### src/rtl/mgt_rx_frame_decoder.sv
// Receive-side decoder for the 4-word trigger-link frame: aligns on the K-coded separator and rebuilds the GEM payload.
// Optional separator sequence check is enabled by defining MGT_RX_SEQ_CHECK_EN.
module mgt_rx_frame_decoder #(
    parameter int unsigned ALLOW_TTC_CHARS = 1,
    parameter int unsigned LOCK_FRAMES     = 4,
    parameter int unsigned UNLOCK_FRAMES   = 2
) (
    input  logic        clk_160,
    input  logic        reset,
    input  logic        rx_valid,
    input  logic [15:0] rx_data,
    input  logic [1:0]  rx_isk,
    output logic [55:0] gem_data,
    output logic        gem_valid,
    output logic        bc0_o,
    output logic        resync_o,
    output logic        overflow_o,
    output logic [1:0]  bxn_lsbs,
    output logic        locked,
    output logic        frame_err,
    output logic        seq_err,
    output logic [15:0] err_cnt
);

    localparam int unsigned PAY_W  = 56;
    localparam int unsigned PART_W = 40;
    localparam int unsigned POS_W  = 2;
    localparam int unsigned CNT_W  = 4;
    localparam int unsigned ERR_W  = 16;

    localparam logic [CNT_W-1:0] LOCK_TGT   = CNT_W'(LOCK_FRAMES);
    localparam logic [CNT_W-1:0] UNLOCK_TGT = CNT_W'(UNLOCK_FRAMES);
    localparam logic             TTC_OK     = (ALLOW_TTC_CHARS != 0);
    localparam logic [ERR_W-1:0] ERR_MAX    = '1;

    typedef enum logic [1:0] {
        ST_SEARCH  = 2'd0,
        ST_LOCKING = 2'd1,
        ST_LOCKED  = 2'd2
    } state_t;

    state_t             state_q, state_d;
    logic [POS_W-1:0]   pos_q, pos_d;
    logic [CNT_W-1:0]   good_cnt_q, good_cnt_d;
    logic [CNT_W-1:0]   bad_cnt_q, bad_cnt_d;
    logic               frame_bad_q, frame_bad_d;
    logic [PART_W-1:0]  part_q, part_d;
    logic [1:0]         sep_bxn_q, sep_bxn_d;
    logic               sep_ttc_q, sep_ttc_d;
    logic               sep_bc0_q, sep_bc0_d;
    logic               sep_res_q, sep_res_d;
    logic               sep_ovf_q, sep_ovf_d;

    logic [PAY_W-1:0]   gem_data_d;
    logic               gem_valid_d;
    logic               bc0_d, resync_d, overflow_d;
    logic [1:0]         bxn_d;
    logic               locked_d;
    logic               frame_err_d;
    logic [ERR_W-1:0]   err_cnt_d;

    logic               sep_legal_c, sep_ttc_c, sep_bc0_c, sep_res_c, sep_ovf_c;
    logic [1:0]         sep_bxn_c;
    logic               word0_ok_c, word_ok_c, emit_c, seq_mis_c;
    logic [POS_W-1:0]   cap_pos_c;

    // Separator decode of the low byte
    always_comb begin
        sep_legal_c = 1'b1;
        sep_ttc_c   = 1'b0;
        sep_bc0_c   = 1'b0;
        sep_res_c   = 1'b0;
        sep_ovf_c   = 1'b0;
        sep_bxn_c   = 2'd0;
        case (rx_data[7:0])
            8'hBC: sep_bxn_c = 2'd0;
            8'hF7: sep_bxn_c = 2'd1;
            8'hFB: sep_bxn_c = 2'd2;
            8'hFD: sep_bxn_c = 2'd3;
            8'h1C: begin sep_ttc_c = 1'b1; sep_bc0_c = 1'b1; sep_legal_c = TTC_OK; end
            8'h3C: begin sep_ttc_c = 1'b1; sep_res_c = 1'b1; sep_legal_c = TTC_OK; end
            8'hFC: begin sep_ttc_c = 1'b1; sep_ovf_c = 1'b1; sep_legal_c = TTC_OK; end
            default: sep_legal_c = 1'b0;
        endcase
    end

    assign word0_ok_c = (rx_isk == 2'b01) && sep_legal_c;
    assign word_ok_c  = (pos_q == 2'd0) ? word0_ok_c : (rx_isk == 2'b00);
    assign cap_pos_c  = (state_q == ST_SEARCH) ? 2'd0 : pos_q;

`ifdef MGT_RX_SEQ_CHECK_EN
    logic seq_armed_q, seq_bad_q;

    // Plain separators must continue the bunch count; the first locked frame only sets the reference
    assign seq_mis_c = (state_q == ST_LOCKED) && (pos_q == 2'd0) && seq_armed_q &&
                       word0_ok_c && !sep_ttc_c && (sep_bxn_c != 2'(bxn_lsbs + 2'd1));

    always_ff @(posedge clk_160) begin
        if (reset) begin
            seq_armed_q <= 1'b0;
            seq_bad_q   <= 1'b0;
            seq_err     <= 1'b0;
        end else begin
            seq_err <= frame_err_d && seq_bad_q;
            if (rx_valid && (state_q == ST_LOCKED) && (pos_q == 2'd0))
                seq_bad_q <= seq_mis_c;
            if ((state_d == ST_LOCKED) && (state_q != ST_LOCKED))
                seq_armed_q <= 1'b0;
            else if (rx_valid && (state_q == ST_LOCKED) && (pos_q == 2'd3))
                seq_armed_q <= 1'b1;
        end
    end
`else
    assign seq_mis_c = 1'b0;
    assign seq_err   = 1'b0;
`endif

    // Next-state, capture and output decisions
    always_comb begin
        state_d     = state_q;
        pos_d       = pos_q;
        good_cnt_d  = good_cnt_q;
        bad_cnt_d   = bad_cnt_q;
        frame_bad_d = frame_bad_q;
        part_d      = part_q;
        sep_bxn_d   = sep_bxn_q;
        sep_ttc_d   = sep_ttc_q;
        sep_bc0_d   = sep_bc0_q;
        sep_res_d   = sep_res_q;
        sep_ovf_d   = sep_ovf_q;
        gem_data_d  = gem_data;
        bc0_d       = bc0_o;
        resync_d    = resync_o;
        overflow_d  = overflow_o;
        bxn_d       = bxn_lsbs;
        err_cnt_d   = err_cnt;
        gem_valid_d = 1'b0;
        frame_err_d = 1'b0;
        emit_c      = 1'b0;

        if (!rx_valid) begin
            state_d     = ST_SEARCH;
            pos_d       = 2'd0;
            good_cnt_d  = '0;
            bad_cnt_d   = '0;
            frame_bad_d = 1'b0;
        end else begin
            case (cap_pos_c)
                2'd0: begin
                    part_d[7:0] = rx_data[15:8];
                    sep_bxn_d   = sep_bxn_c;
                    sep_ttc_d   = sep_ttc_c;
                    sep_bc0_d   = sep_bc0_c;
                    sep_res_d   = sep_res_c;
                    sep_ovf_d   = sep_ovf_c;
                end
                2'd1: part_d[23:8]  = rx_data;
                2'd2: part_d[39:24] = rx_data;
                default: ;
            endcase

            case (state_q)
                ST_SEARCH: begin
                    if (word0_ok_c) begin
                        state_d    = ST_LOCKING;
                        pos_d      = 2'd1;
                        good_cnt_d = CNT_W'(1);
                    end
                end
                ST_LOCKING: begin
                    pos_d = 2'(pos_q + 2'd1);
                    if (!word_ok_c) begin
                        state_d    = ST_SEARCH;
                        pos_d      = 2'd0;
                        good_cnt_d = '0;
                    end else if (pos_q == 2'd3) begin
                        if (good_cnt_q >= LOCK_TGT) begin
                            state_d   = ST_LOCKED;
                            bad_cnt_d = '0;
                            emit_c    = 1'b1;
                        end else begin
                            good_cnt_d = CNT_W'(good_cnt_q + 1'b1);
                        end
                    end
                end
                ST_LOCKED: begin
                    pos_d = 2'(pos_q + 2'd1);
                    if (pos_q == 2'd0) begin
                        frame_bad_d = !word_ok_c || seq_mis_c;
                    end else if (pos_q != 2'd3) begin
                        frame_bad_d = frame_bad_q || !word_ok_c;
                    end else if (frame_bad_q || !word_ok_c) begin
                        frame_err_d = 1'b1;
                        frame_bad_d = 1'b0;
                        if (err_cnt != ERR_MAX)
                            err_cnt_d = ERR_W'(err_cnt + 1'b1);
                        if (CNT_W'(bad_cnt_q + 1'b1) >= UNLOCK_TGT) begin
                            state_d    = ST_SEARCH;
                            pos_d      = 2'd0;
                            bad_cnt_d  = '0;
                            good_cnt_d = '0;
                        end else begin
                            bad_cnt_d = CNT_W'(bad_cnt_q + 1'b1);
                        end
                    end else begin
                        bad_cnt_d = '0;
                        emit_c    = 1'b1;
                    end
                end
                default: begin
                    state_d = ST_SEARCH;
                    pos_d   = 2'd0;
                end
            endcase
        end

        // Word3 is still on the port, so it is merged straight into the payload
        if (emit_c) begin
            gem_valid_d = 1'b1;
            gem_data_d  = {rx_data, part_q};
            bc0_d       = sep_bc0_q;
            resync_d    = sep_res_q;
            overflow_d  = sep_ovf_q;
            bxn_d       = sep_ttc_q ? 2'(bxn_lsbs + 2'd1) : sep_bxn_q;
        end

        locked_d = (state_d == ST_LOCKED);
    end

    // State and output registers
    always_ff @(posedge clk_160) begin
        if (reset) begin
            state_q     <= ST_SEARCH;
            pos_q       <= '0;
            good_cnt_q  <= '0;
            bad_cnt_q   <= '0;
            frame_bad_q <= 1'b0;
            part_q      <= '0;
            sep_bxn_q   <= '0;
            sep_ttc_q   <= 1'b0;
            sep_bc0_q   <= 1'b0;
            sep_res_q   <= 1'b0;
            sep_ovf_q   <= 1'b0;
            gem_data    <= '0;
            gem_valid   <= 1'b0;
            bc0_o       <= 1'b0;
            resync_o    <= 1'b0;
            overflow_o  <= 1'b0;
            bxn_lsbs    <= '0;
            locked      <= 1'b0;
            frame_err   <= 1'b0;
            err_cnt     <= '0;
        end else begin
            state_q     <= state_d;
            pos_q       <= pos_d;
            good_cnt_q  <= good_cnt_d;
            bad_cnt_q   <= bad_cnt_d;
            frame_bad_q <= frame_bad_d;
            part_q      <= part_d;
            sep_bxn_q   <= sep_bxn_d;
            sep_ttc_q   <= sep_ttc_d;
            sep_bc0_q   <= sep_bc0_d;
            sep_res_q   <= sep_res_d;
            sep_ovf_q   <= sep_ovf_d;
            gem_data    <= gem_data_d;
            gem_valid   <= gem_valid_d;
            bc0_o       <= bc0_d;
            resync_o    <= resync_d;
            overflow_o  <= overflow_d;
            bxn_lsbs    <= bxn_d;
            locked      <= locked_d;
            frame_err   <= frame_err_d;
            err_cnt     <= err_cnt_d;
        end
    end

endmodule

### config.mk
export PLATFORM = sky130hd
export DESIGN_NAME = mgt_rx_frame_decoder
export DESIGN_NICKNAME = d
export VERILOG_FILES = /design/src/rtl/mgt_rx_frame_decoder.sv
export SDC_FILE = /design/constraint.sdc
export NUM_CORES = 1
export LEC_CHECK = 0
export ABC_AREA = 1
export BUFFER_PORTS_ARGS = -buffer_cell sky130_fd_sc_hd__clkbuf_2
export CAP_MARGIN = 20
export CORE_UTILIZATION = 33
export CTS_BUF_LIST = sky130_fd_sc_hd__clkbuf_8
export DETAILED_ROUTE_END_ITERATION = 10
export SETUP_SLACK_MARGIN = 0.4
export SYNTH_ARGS = -nofsm -noshare
export SYNTH_HDL_FRONTEND = slang
export SYNTH_SLANG_ARGS = --single-unit
### constraint.sdc
create_clock -name clk_160 -period 2.2 [get_ports clk_160]
set_input_delay 0.11 -clock clk_160 [delete_from_list [all_inputs] [get_ports clk_160]]
set_output_delay 0.11 -clock clk_160 [all_outputs]
set_load 0.005 [all_outputs]
* After elaboration in Yosys (flattened, before gate mapping)
Cells that the tools add are included.
** Word-level totals
- Flip-flop bits (word level) :: 139
- Word-level logic and storage cells :: 136
- Output and inout bits :: 81
** Cells by class
- Bitwise gates (word level) :: 4
- Equality and inequality tests :: 26
- $add $sub $neg :: 5
- Mux-type cells :: 56
- Magnitude comparators :: 2
- Reductions and logical operators :: 21
** Operators by type and width (number)
- 2-to-1 mux 4 bit :: 15
- equality test 8 bit, second input constant :: 5
- 2-to-1 mux 2 bit :: 17
- 2-to-1 mux 1 bit :: 18
- != test 2 bit, second input constant :: 9
- case mux 2 bit (3 select lines) :: 3
- adder 16 x 1 -> 16 bit, second input constant :: 1
- != test 16 bit, second input constant :: 1
- case mux 4 bit (3 select lines) :: 1
- AND reduction 6 bit :: 2
- adder 4 x 1 -> 4 bit, second input constant :: 2
- equality test 2 bit, second input constant :: 4
- equality test 8 x 5 -> 1 bit, second input constant :: 1
- equality test 8 x 6 -> 1 bit, second input constant :: 1
- logical NOT 2 bit :: 4
- case mux 4 bit (2 select lines) :: 1
- AND reduction 2 bit :: 4
- AND reduction 8 bit :: 1
- OR reduction 7 bit :: 1
- equality test 2 x 1 -> 1 bit, second input constant :: 3
- != test 3 bit, second input constant :: 2
- nonzero test 3 bit :: 2
- OR reduction 5 bit :: 1
- adder 2 x 1 -> 2 bit, second input constant :: 2
- 10 further kinds :: 13

* Logic depth before layout (Yosys ltp)
Gate-level depths: netlist of the first run.
- Depth after elaboration :: 13
- Depth in mapped cells :: 15
- Gate-level depth less buffers :: 15

* Worst setup path after synthesis of the first run
OpenSTA, ideal clock, no wires.
- Kind :: reg2reg
- From :: register pos_q[0]
- To :: register gem_data[0]
- Buffers on the path :: 1
- Data arrival time :: 1.789 ns
- Stages on the path, launching flop included :: 12
- Path slack :: 0.279 ns
- Data required time :: 2.068 ns
- Clock period less this slack :: 1.921 ns
- Path through :: dfxtp_1 > inv_1 > ha_1 > inv_1 > o21ai_0 > a21boi_4 > nand3_2 > nand2_4 > nand2_4 > buf_6 > nand2_1 > a21oi_1
** On the way
- Cells in the longest elaborated chain, start to end :: 9
- Elaborated cells on any way between the ends :: 13
** RTL lines
- start: declaration :: line 43 : logic [POS_W-1:0] pos_q, pos_d;
- start signal: assignment :: line 255 : pos_q <= pos_d;
- logical NOT 2 bit :: line 88, 188
- 2-to-1 mux 1 bit :: line 88 : assign word_ok_c = (pos_q == 2'd0) ? word0_ok_c : (rx_isk == 2'b00);
- logical NOT 1 bit :: line 192 : end else if (frame_bad_q || !word_ok_c) begin
- logical OR 1 bit :: line 192
- 2-to-1 mux 1 bit :: line 192
- 2-to-1 mux 1 bit :: line 190 : end else if (pos_q != 2'd3) begin
- 2-to-1 mux 1 bit :: line 188 : if (pos_q == 2'd0) begin
- case mux 1 bit (2 select lines) * :: line 162 : case (state_q)
- 2-to-1 mux 1 bit * :: line 141 : if (!rx_valid) begin
- end signal: assignment :: line 265 : gem_data <= gem_data_d;
- end: declaration :: line 13 : output logic [55:0] gem_data,
Every way passes the cells marked *; elsewhere a longest branch is shown, timed or not.
A chain may end at the register's enable or synchronous reset.

* Final worst setup path of the first run
- From :: register pos_q[0]
- To :: register gem_data[25]
Same word-level chain as after synthesis.

==> results of run 1 <==
-- worst paths after layout --
| check | start | end |
|---|---|---|
| worst max-delay path | pos_q[0] | gem_data[25] |
| worst min-delay path | rx_data[8] | gem_data[48] |
| worst max register to register | pos_q[0] | gem_data[25] |
| worst min register to register | bad_cnt_q[3] | bad_cnt_q[3] |
-- stage by stage --
stage / utilization / area [sq um] / total power, mW
3_5_place_dp: 0.381 / 6620 / 2.74
6_report: 0.458 / 7950 / 4.85
2_1_floorplan: - / 5880 / 2.67
4_1_cts: 0.422 / 7330 / 4.88
5_1_grt: 0.458 / 7950 / 5.02
3_3_place_gp: 0.381 / 6620 / 2.74
-- flip-flops by register name (all words and copies together) (netlist names), 4 cells and up --
signal,flops
good_cnt_q,4
bad_cnt_q,4
gem_data,56
err_cnt,16
part_q,40
-- worst min-delay path, stage by stage --
cell,delay (ns)
clkbuf_2,0.16
nand3_2,0.11
a21oi_2,0.05
-- layer usage --
metal / vias to the layer above / track usage / part of all wire
met5: - / 0 / 0
met4: 0 / 0.0581 / 0.012
met3: 13 / 0.0441 / 0.046
met2: 131 / 0.274 / 0.45
met1: 2570 / 0.241 / 0.49
li1: 2831 / - / -
-- cell type report --
| cell class | count | area [sq um] |
|---|---|---|
| clock buffer | 17 | 234 |
| sequential | 139 | 2800 |
| timing repair buffer | 163 | 1290 |
| fill | 1694 | 9410 |
| tap | 225 | 282 |
| inverter | 57 | 224 |
| clock inverter | 15 | 165 |
| multi-input combinational | 526 | 2960 |
-- power groups by stage --
stage / Sequential [mW] / Clock (mW) / Combinational [mW]
global route: 2.53 / 2.30 / 0.199
floorplan: 2.59 / 0 / 0.0797
detailed placement: 2.59 / 0 / 0.148
global placement: 2.59 / 0 / 0.148
finish: 2.53 / 2.14 / 0.183
CTS: 2.53 / 2.17 / 0.177
-- cell families after synthesis --
| family | count (synthesis) | synth area share |
|---|---|---|
| flip-flops | 139 | 0.474 |
| adder cells (fa/ha/maj) | 11 | 0.0235 |
| AND/OR/NAND/NOR | 320 | 0.242 |
| other | 1 | 0.000639 |
| AO/OA/AOI/OAI | 178 | 0.157 |
| buffers and inverters | 99 | 0.0802 |
| XOR/XNOR | 15 | 0.0224 |
-- placed cells by master (no fill, tap or decap), types with 5 or more instances in the layout --
master         Yosys  final
inv_1             54     50
nand3_2            3      8
clkbuf_16          0      7
buf_12             0      8
nor3_1            12      7
dfxtp_1          139    134
dlygate4sd3_1      0     19
nand2_1          140    111
clkbuf_8           0     17
xor2_1            13     13
a21oi_1          117    110
nand2_4            2     12
nor2_1            62     58
o21ai_0           52     48
nand2_2            3     20
a21oi_2            0      7
clkbuf_2           0    100
buf_4              2     24
ha_1              11      8
nand4_1            5      5
nand3_1           82     74
-- timing repair --
item | in CTS | in global routing
buffers inserted | 7 | 6
hold endpoints to repair | 39 | 1
gates cloned | 0 | 10
pin swaps | 6 | 26
gates resized for setup | 19 | 96
hold buffers | 18 | 1
endpoints found under the setup margin | 90 | 127
==> results.py, run 1 <==
metrics = {
    "timing": {
        "whs_ns": 0.0144,
        "worst_slack_ns": 0.386,
        "finalHoldViolations": 0,
        "rsz0062_at_grt": "true",
        "clock_skew_ns": 0.0183,
        "max_slew_margin": 0.614,
        "slew_viol_final": 0,
        "min_period_ns": 1.81,
        "fin_crit_sh": 0.825,
        "setup_viol": 0,
        "fin_tns_setup_ns": 0,
        "fmax_mhz": 551,
        "worst_pin_slew_ns": 0.579,
    },
    "pwr": {
        "p_sw_frac": 0.255,
        "clockPowerShare": 0.441,
        "switchingPower_mw": 1.24,
        "p_int_mw": 3.61,
        "p_leak_nw": 3.13,
        "p_per_area_nw_per_um2": 610,
        "seqPwrFrac": 0.521,
        "power_frac_comb": 0.038,
        "peakVddDrop_v": 0.000406,
    },
    "routing": {
        "dr.pass1.iters": 5,
        "wl_mm": 17.0,
        "wl_per_cell_um": 14.9,
        "vias": 5545,
        "first_iter_violations": 392,
        "antenna_left": 0,
        "route.detailed.drc": 0,
        "avgViaCountPerCell": 4.86,
    },
    "placement": {
        "hpwlAfterDp_mm": 10.6,
        "port-buffer-count": 100,
        "numPlacedInstances": 1068,
        "place_congestion": 0.824,
        "dp_slack_ns": 0.0534,
    },
    "worst_setup_path": {
        "r2r_cells": 10,
        "worstPathCellList": "inv_4, ha_4, buf_4, a21boi_4, nand3_4, nand2_8, buf_12, clkbuf_16, nand3_1, a21oi_1",
        "path_delay_family": "buffers and inverters",
        "worst_setup_path_end_kind": "flop",
        "cp_slowest_cell": "dfxtp_4",
        "worst-r2r-setup-slack_ns": 0.39,
        "cp_max_fo": 6,
        "cp-start-kind": "flop",
        "crit_buf_inv": 4,
        "critPathKind": "flop to flop",
        "required_ns": 2.60,
        "cp.arrival_ns": 2.21,
        "cpPeakStageDelay_ns": 0.37,
        "cp.depth": 10,
    },
    "floorplan": {
        "fp.coreArea_sq_um": 17400,
        "die_x_um": 135,
        "chipHeight_um": 135,
        "start_util": 0.338,
        "fp-row-count": 48,
        "dieArea_sq_um": 18300,
        "num_io_pins": 102,
    },
    "clock_tree": {
        "cts_tree": "done",
        "cts_buffers": 17,
        "root_buffer": "clkbuf_8",
        "clock-sinks": 139,
        "cts_buffer_depth": 2,
        "htree_num_levels": 4,
        "insertion_delay_ns": 0.47,
        "cts.reportedPaths.clkPinSlew_ns": 0.08,
    },
    "cells_and_area": {
        "nets": 936,
        "syn_to_final_growth_pct": 35.5,
        "drive_gt1_frac": 0.282,
        "diodes": 0,
        "instances_no_fill": 1142,
    },
    "yosys": {
        "syn_area_sq_um": 5870,
        "ys_seq_area_frac": 0.474,
        "netlist_top_cells_count": "nand2_1 (140), dfxtp_1 (139), a21oi_1 (117)",
        "yosys_register_bits": 139,
        "synthesis.nets": 795,
        "netlist_instances": 763,
        "synthTopCellsByArea": "dfxtp_1 (47%), a21oi_1 (10%), nand2_1 (9.0%), nand3_1 (7.0%), o21ai_0 (4.4%)",
        "async_flop_share": 0,
        "synth_top_area_share": 0.474,
        "ys_warn_count": 0,
        "syn_area_per_cell_sq_um": 7.69,
        "synth_cell_types": 35,
        "synth_most_common_cell": "nand2_1",
        "synth_edf_count": 0,
        "yosysTopAreaCell": "dfxtp_1",
        "synthFlopType": "dfxtp_1",
    },
    "grt": {
        "grt_pass1_wl_mm": 25.4,
        "grt.total_usage": 0.178,
        "grt_remaining_overflow": 0,
        "grt_pass1_vias": 4950,
        "antenna_found_initial": 0,
        "grt_start_max_net_pins": 53,
    },
    "hold_path": {
        "hold_path_class": "input pin to flop",
        "whs_path_depth": 3,
    },
    "job": {
        "drv_cap": 0,
    },
    "outcome": {
        "status": "completed",
    },
}
(Power assumes the default switching activity.)
==> run 2: changes to the inputs <==
clock period = 1.65 ns   (was 2.2 ns; I/O delays follow)
==> run 2 against run 1 <==
  * The run now ends with negative setup slack left
  * Cell count up 5.0%
  * Sequential power up 33%
  * Count of clock-buffer cells in the layout stayed put
  * Critical path depth rose by 1
  * Combinational power rose by 80%
  * Worst hold slack improved by 0.012 ns
  * Non-clock buffer count up 55
  * Worst setup slack lost 0.54 ns
  * Global-route usage rose by 1.7 points
  * Via count increased by 7.3%
  * Critical endpoint is now gem_data[14]
  * Total power rose by 42%
  * Clock power up 48%
==> results.py, run 2 (same netlist as run 1, synthesis figures left out) <==
metrics = {
    "outcome": {
        "status": "finished with violations",
        "violations": "negative setup slack",
    },
    "grt": {
        "antenna_found_initial": 0,
        "grt_pass1_wl_mm": 27.9,
        "grt_start_max_net_pins": 78,
        "grt.total_usage": 0.194,
        "grt_pass1_vias": 5432,
        "grt_remaining_overflow": 0,
    },
    "placement": {
        "place_congestion": 0.930,
        "port-buffer-count": 100,
        "hpwlAfterDp_mm": 11.2,
        "numPlacedInstances": 1123,
        "place_area_sq_um": 7200,
        "dp_slack_ns": -0.251,
    },
    "routing": {
        "wl_per_cell_um": 15.3,
        "vias": 5952,
        "wl_mm": 18.4,
        "antenna_left": 0,
        "dr.pass1.iters": 5,
        "avgViaCountPerCell": 4.96,
        "route.detailed.drc": 0,
        "first_iter_violations": 411,
    },
    "floorplan": {
        "num_io_pins": 102,
        "dieArea_sq_um": 18300,
        "start_util": 0.338,
        "die_x_um": 135,
        "fp.coreArea_sq_um": 17400,
        "chipHeight_um": 135,
        "fp-row-count": 48,
    },
    "timing": {
        "whs_ns": 0.0264,
        "worst_slack_ns": -0.150,
        "min_period_ns": 1.80,
        "clock_skew_ns": 0.0159,
        "slew_viol_final": 0,
        "setup_viol": 75,
        "finalHoldViolations": 0,
        "rsz0062_at_grt": "true",
        "fin_crit_sh": 1.09,
        "fin_tns_setup_ns": -6.14,
        "worst_pin_slew_ns": 0.921,
        "max_slew_margin": 0.386,
        "fmax_mhz": 555,
    },
    "pwr": {
        "clockPowerShare": 0.461,
        "power_frac_comb": 0.048,
        "peakVddDrop_v": 0.000465,
        "p_total_mw": 6.87,
        "p_per_area_nw_per_um2": 779,
        "p_leak_nw": 3.49,
        "p_sw_frac": 0.248,
        "switchingPower_mw": 1.70,
        "p_int_mw": 5.17,
        "seqPwrFrac": 0.491,
    },
    "cells_and_area": {
        "mostFrequentLayoutCell": "dfxtp_1",
        "instances_no_fill": 1199,
        "finish.utilization": 0.508,
        "fillers": 1610,
        "largest_reg_flops": 56,
        "design_area_sq_um": 8810,
        "reg.largest.list": "gem_data x56, part_q x40, err_cnt x16",
        "diodes": 0,
        "final_cell_mix": "dfxtp_1 (132), nand2_1 (127), clkbuf_2 (100), a21oi_1 (95), buf_4 (73)",
        "largest-register": "gem_data",
        "syn_to_final_growth_pct": 50.3,
        "drive_gt1_frac": 0.413,
        "nets": 993,
    },
    "clock_tree": {
        "root_buffer": "clkbuf_8",
        "cts.reportedPaths.clkPinSlew_ns": 0.09,
        "clock-sinks": 139,
        "cts_buffers": 17,
        "cts_buffer_depth": 2,
        "cts_tree": "done",
        "htree_num_levels": 4,
        "insertion_delay_ns": 0.46,
    },
    "worst_setup_path": {
        "cp-start-kind": "flop",
        "path_common_cell": "inv_4",
        "required_ns": 2.03,
        "cpPeakStageDelay_ns": 0.36,
        "crit_buf_inv": 4,
        "worstPathCellList": "inv_4, ha_4, inv_4, o21ai_4, a21boi_4, nand3_2, nand2_4, buf_6, clkbuf_16, nand3_1, a21oi_1",
        "worst_setup_path_end_kind": "flop",
        "cp.arrival_ns": 2.18,
        "path_delay_family": "compound AO/OA/AOI/OAI gates",
        "critPathKind": "flop to flop",
        "cp_slowest_cell": "dfxtp_4",
        "cp_max_fo": 9,
    },
    "job": {
        "drv_cap": 0,
    },
    "hold_path": {
        "hold_path_class": "input pin to flop",
    },
}
## run 2: cell types whose count changed in the layout (fill, tap and decap cells not counted), sizes merged, moves of 2 or more
cell         change
bufinv           +2
clkinv           +4
clkbuf           -3
dlygate4sd3     -10
buf             +68
inv              -2
## run 2: routing by layer
metal  global-route usage  part of all wire  up-vias
met1                0.264              0.47     2814
li1                     -                 -     2940
met5                    0                 0        -
met4               0.0705             0.023        0
met2                0.300              0.46      167
met3               0.0434             0.051       31
## run 2: worst paths after layout
| check | from | endpoint | slack, ns | cells after the start |
|---|---|---|---|---|
| min reg2reg | bad_cnt_q[3] | bad_cnt_q[3] | 0.45 | 2 |
| max | pos_q[0] | gem_data[14] | -0.15 | 11 |
| min | rx_data[0] | part_q[24] | 0.03 | 4 |
| max reg2reg | pos_q[0] | gem_data[14] | -0.15 | 11 |
## run 2: worst reg2reg max path, delay by kind of cell (launching register included)
kind / cells / cell delay [ns]
AOI/OAI and AO/OA: 3 / 0.44
buffers and inverters: 4 / 0.43
DFF: 1 / 0.36
and+or+nand+nor: 3 / 0.35
adders and majority gates: 1 / 0.16
## run 2: timing repair
| action | in CTS | in global routing |
|---|---|---|
| hold buffers | 9 | 0 |
| cloned | 9 | 5 |
| endpoints found under the hold margin | 32 | 0 |
| setup buffers | 14 | 7 |
| pin swaps | 28 | 63 |
| setup endpoints to repair | 139 | 139 |
| resized for setup | 128 | 91 |
## run 2: layout make-up
cell class	instances	area (sq um)	area share
flip-flops and latches	139	2800	0.318
clock buffers	17	234	0.0265
clock inverters	15	213	0.0241
repair inverters	3	41.3	0.00468
well taps	225	282	0.0319
repair buffers	218	1700	0.193
multi-input cells	525	3280	0.373
inverters	57	259	0.0294
## run 2: power groups by stage
stage	combinational, mW	clock, mW	sequential [mW]
finish	0.330	3.16	3.37
CTS	0.299	3.20	3.37
global route	0.352	3.34	3.38
global placement	0.246	0	3.45
detailed placement	0.245	0	3.45
floorplan	0.110	0	3.45
